==> src/rtl/decode_exec_reg.sv <==
// Decode-to-execute control pipeline register: stall/flush handling, wrong-path
// squash after a taken PC write, and per-instruction sequence tagging.
module decode_exec_reg #(
    parameter int BRANCH_BUBBLES = 2,
    parameter int SEQ_W          = 8
) (
    input  logic             CLK,
    input  logic             Reset,
    input  logic             StallE,
    input  logic             FlushE,
    input  logic             PCSrcE,
    input  logic             ValidD,
    input  logic [3:0]       CondD,
    input  logic [1:0]       FlagWD,
    input  logic             PCSD,
    input  logic             RegWD,
    input  logic             MemWD,
    input  logic             MemtoRegD,
    input  logic             ALUSrcD,
    input  logic [1:0]       ALUControlD,
    input  logic [3:0]       WA3D,
    output logic [3:0]       CondE,
    output logic [1:0]       FlagWE,
    output logic             PCSE,
    output logic             RegWE,
    output logic             MemWE,
    output logic             MemtoRegE,
    output logic             ALUSrcE,
    output logic [1:0]       ALUControlE,
    output logic [3:0]       WA3E,
    output logic             ValidE,
    output logic [SEQ_W-1:0] SeqE,
    output logic             SquashActive
);

    localparam logic [2:0] BUBBLE_RELOAD = 3'(BRANCH_BUBBLES - 1);
    localparam logic [3:0] COND_AL       = 4'b1110;

    logic [SEQ_W-1:0] seq_cnt_r;
    logic [2:0]       bubble_cnt_r;
    logic [2:0]       bubble_next_s;
    logic             taken_s;
    logic             squash_s;
    logic             bubble_s;
    logic             load_s;

    // Next-state decode: a squash source forces a bubble and overrides stall;
    // an empty decode slot also loads a bubble when not stalled.
    always_comb begin
        taken_s       = PCSrcE & ValidE;
        bubble_next_s = bubble_cnt_r;
        if (taken_s) begin
            bubble_next_s = BUBBLE_RELOAD;
        end else if (bubble_cnt_r != 3'd0) begin
            bubble_next_s = bubble_cnt_r - 3'd1;
        end else begin
            bubble_next_s = bubble_cnt_r;
        end
        squash_s = taken_s | FlushE | (bubble_cnt_r != 3'd0);
        bubble_s = squash_s | (~StallE & ~ValidD);
        load_s   = ~squash_s & ~StallE & ValidD;
    end

    // Pipeline register, squash counter and sequence tag counter.
    always_ff @(posedge CLK) begin
        if (Reset) begin
            CondE        <= COND_AL;
            FlagWE       <= 2'b00;
            PCSE         <= 1'b0;
            RegWE        <= 1'b0;
            MemWE        <= 1'b0;
            MemtoRegE    <= 1'b0;
            ALUSrcE      <= 1'b0;
            ALUControlE  <= 2'b00;
            WA3E         <= 4'd0;
            ValidE       <= 1'b0;
            SeqE         <= '0;
            seq_cnt_r    <= '0;
            bubble_cnt_r <= 3'd0;
            SquashActive <= 1'b0;
        end else begin
            bubble_cnt_r <= bubble_next_s;
            SquashActive <= (bubble_next_s != 3'd0);
            if (bubble_s) begin
                // SeqE deliberately keeps the last issued tag across bubbles
                CondE       <= COND_AL;
                FlagWE      <= 2'b00;
                PCSE        <= 1'b0;
                RegWE       <= 1'b0;
                MemWE       <= 1'b0;
                MemtoRegE   <= 1'b0;
                ALUSrcE     <= 1'b0;
                ALUControlE <= 2'b00;
                WA3E        <= 4'd0;
                ValidE      <= 1'b0;
            end else if (load_s) begin
                CondE       <= CondD;
                FlagWE      <= FlagWD;
                PCSE        <= PCSD;
                RegWE       <= RegWD;
                MemWE       <= MemWD;
                MemtoRegE   <= MemtoRegD;
                ALUSrcE     <= ALUSrcD;
                ALUControlE <= ALUControlD;
                WA3E        <= WA3D;
                ValidE      <= 1'b1;
                SeqE        <= seq_cnt_r;
                seq_cnt_r   <= seq_cnt_r + SEQ_W'(1);
            end else begin
                ValidE      <= ValidE;
            end
        end
    end

endmodule

==> config.mk <==
export PLATFORM = sky130hd
export DESIGN_NAME = decode_exec_reg
export DESIGN_NICKNAME = d
export VERILOG_FILES = /design/src/rtl/decode_exec_reg.sv
export SDC_FILE = /design/constraint.sdc
export NUM_CORES = 1
export LEC_CHECK = 0
export BUFFER_PORTS_ARGS = -buffer_cell sky130_fd_sc_hd__clkbuf_2
export CAP_MARGIN = 20
export CORE_UTILIZATION = 53
export DETAILED_ROUTE_END_ITERATION = 10
export HOLD_SLACK_MARGIN = 0.1
export PLACE_DENSITY = 0.83
export SKIP_CTS_REPAIR_TIMING = 1
export SLEW_MARGIN = 0
export SYNTH_ARGS = -nofsm -noshare
export SYNTH_HDL_FRONTEND = slang
export SYNTH_SLANG_ARGS = --single-unit
==> constraint.sdc <==
create_clock -name CLK -period 3.6 [get_ports CLK]
set_clock_uncertainty 0.05 [all_clocks]
set_input_delay 0.72 -clock CLK [delete_from_list [all_inputs] [get_ports CLK]]
set_output_delay 0.72 -clock CLK [all_outputs]
set_load 0.02 [all_outputs]
==> run summary <==
The number of port buffers was 49. Utilization after layout: 0.6697. Setup repair after global routing left no endpoint under its margin. The startpoint identified for the worst hold timing path is SeqE[7]. The CTS H-tree depth is 2, and the HPWL after detailed placement is 1978 um.

In this run the vertical extent of the chip is 56.04 um. The proportion of layout cells with a drive suffix above 1 came out at 0.3004. The share of synthesized cell area in full adder, half adder and majority cells was 0.02425. The via density per instance is 5.053, and the number of max-capacitance violations reported is 0.

The floorplan step defined a die boundary enclosing 3140 sq um. Setup violations remaining at the end of the flow were counted as 0. The netlist uses 33 different library cells. The multiplexer share of the synthesized area was 0.006467. The commonest cells after synthesis are sky130_fd_sc_hd__nand2_1, sky130_fd_sc_hd__dfxtp_1, sky130_fd_sc_hd__a21oi_1.

Summed over all instances, the cell type with the most area after synthesis is sky130_fd_sc_hd__dfxtp_1. The post-synthesis simple-gate area fraction was 0.2676; the detailed-route DRC error count was 0. The overall global routing resource usage came out at 0.1954. In this run the worst path has a maximum fanout of 29. The number of clock buffers added by TritonCTS is 5. The share of Yosys cell area claimed by the top area cell type was 0.4915. The netlist area before placement came out at 1548 sq um.

The xor/xnor cell area share of the yosys netlist works out to 0.01698. The synthesized instance count was 185. The remaining antenna violation count after routing is 0.

In the post-synthesis netlist, the cell with the most instances is sky130_fd_sc_hd__nand2_1. In this run the clock root is driven by a sky130_fd_sc_hd__clkbuf_4. The logs give 2758 sq um for the area inside the core boundary and 1168 for the number of global-route vias before repair. The worst voltage drop across the vdd grid is 0.4958 mV, and the number of pins exceeding their max-slew limit in the final report is 0. The flow ran to the end, and the final reports show no timing, DRC or antenna violations.

The repair_antennas step left the layout with diodes totalling 0. At the end of routability-driven placement, the weighted congestion stood at 0.7452. After layout, the minimum clock period comes to 2283 ps. In this run the deepest clock path goes through 2 buffers. For the hold violation total from the final report, the log shows 0. Number of antenna violations at the first check in global routing: 0.

The launch point of the critical path is bubble_cnt_r[0]. The actual slew at the worst max-slew pin was 964.8 ps; the total negative slack was 0 ps. The worst setup path is of the flip-flop to flip-flop kind. After synthesis, the mean cell area works out to 8.366 sq um. Relative to the synthesized area, the layout overhead comes to 19.32%.

For this design the static power due to leakage is 0.7322 nW. In the post-synthesis netlist, the biggest area contributors are sky130_fd_sc_hd__dfxtp_1, sky130_fd_sc_hd__nand2_1, sky130_fd_sc_hd__a21oi_1. The share of the cycle needed by the critical path after routing was 0.6342; the worst max-slew margin expressed relative to the limit was 0.3568.

The number of placed instances, taps included, is 256. Horizontal die dimension: 56.04 um. The worst setup path is launched from a flip-flop.

Entering global routing, the biggest net connects 33 pins. The signal arrival time at the worst endpoint was 2510 ps. The final routed wire length divided by cell count works out to 10.76 um.

The logs give 264 for the final non-filler cell total and 2840 um for the final routed wirelength across all metal layers. The first global-routing pass estimated 4899 um of wire. The worst hold path belongs to the class flip-flop to flip-flop. The synthesized design contains 38 register bits. For this run, the post-layout net count is 258.

The logs give 1334 for the total via count after detailed routing and 0.5613 for the initial core utilization. For this run, the detailed router's first-pass iteration total came to 4. For this design, the sink count on the clock tree is 38. At the later pin of the worst-skew pair, clock insertion delay measures 340 ps. The startpoint identified for the worst register-to-register timing path is bubble_cnt_r[0]. After synthesis, the largest family of logic cells by area is simple AND/OR/NAND/NOR gates. 50 I/O pins were placed. Among all flip-flop cells after synthesis, the most frequent one is sky130_fd_sc_hd__dfxtp_1. The proportion of synthesized flip-flops having asynchronous set or reset came out at 0. The floorplan has 19 rows. The cell area power density works out to 497.7 nW/um^2.

The critical path capture point type was a flip-flop. The sequential share of the synthesized area came out at 0.4915. Static timing analysis puts the maximum clock frequency at 438.0 MHz.

The CTS clock-pin slew for the worst setup and hold paths was 100 ps; the number of enable flip-flop cells after synthesis was 0. The number of nets in the synthesized netlist is 211. The DRC marker count from the first detailed-route iteration came out at 33.

The count of warnings emitted by yosys was 0. For the residual overflow from global routing, the log shows 0. TritonCTS built the clock tree. The compound-cell area share of the yosys netlist is 0.1520.

For the worst setup path, the data required time is 3820 ps.
power breakdown:
| part | internal, mW | leakage (nW) | switching (mW) |
|---|---|---|---|
| Sequential | 0.446 | 0.307 | 0.0177 |
| Clock | 0.0946 | 0.0353 | 0.130 |
| Combinational | 0.0948 | 0.390 | 0.136 |
layer usage:
layer  GRT usage  part of all wire
met2      0.3146              0.47
met4     0.06272             0.013
met3     0.07209             0.044
met1      0.2426              0.48
met5           0                 0
stage by stage:
stage	power, mW	instance area, sq um	hold slack (ps)	worst slack, ps
2_1_floorplan	0.6602	1548	381.9	1691
3_3_place_gp	0.7034	1787	392.1	1260
3_5_place_dp	0.7044	1787	398.6	1187
4_1_cts	0.9287	1847	413.8	1285
5_1_grt	0.9782	1847	426.5	1061
6_report	0.9191	1847	410.2	1317
worst paths after layout:
check,depth (start not counted),endpoint,slack [ps]
worst max-delay path,6,seq_cnt_r[7],1320
worst max register to register,6,seq_cnt_r[7],1320
worst min register to register,2,SeqE[7],410
worst min-delay path,2,SeqE[7],410
layout by cell type, fill, tap and decap left out, drive strengths merged:
master,n
and3,1
nand2b,2
nor3,1
xor2,1
clkbuf,56
nand2,54
mux2i,1
buf,1
a211oi,1
or3,4
xnor2,2
nand3,7
nor3b,2
inv,3
nand3b,3
and2,1
nand4,2
a21o,1
nor2,9
or4,1
nor2b,1
ha,3
o21ai,4
dfxtp,38
a21oi,31
clkinv,1
o31ai,1
or2,1
logic make-up after synthesis:
group / Yosys count
fa+ha+maj: 3
mux: 1
xor+xnor: 3
flops: 38
buf+inv: 13
compound gates: 38
simple gates: 89
critical path: stages, from the launching register on:
cell and delay (ps):
sky130_fd_sc_hd__dfxtp_1 310, sky130_fd_sc_hd__inv_1 100, sky130_fd_sc_hd__ha_1 290, sky130_fd_sc_hd__nor3b_2 290, sky130_fd_sc_hd__and3_1 840, sky130_fd_sc_hd__nand3_1 160, sky130_fd_sc_hd__a21oi_1 170
flip-flops by register name, indices dropped and copies added (netlist names):
register	flops
ALUControlE	2
ALUSrcE	1
CondE	4
FlagWE	2
MemWE	1
MemtoRegE	1
PCSE	1
RegWE	1
SeqE	8
SquashActive	1
ValidE	1
WA3E	4
bubble_cnt_r	3
seq_cnt_r	8
area by class of cell:
class	count	area (sq um)
inverter	3	11.26
timing repair buffer	50	252.7
multi-input combinational	134	723.2
fill	244	910.9
clock buffer	7	55.05
clock inverter	1	5.005
sequential	38	760.7
tap	31	38.79
No activity file was read; power rests on OpenSTA's default activity.
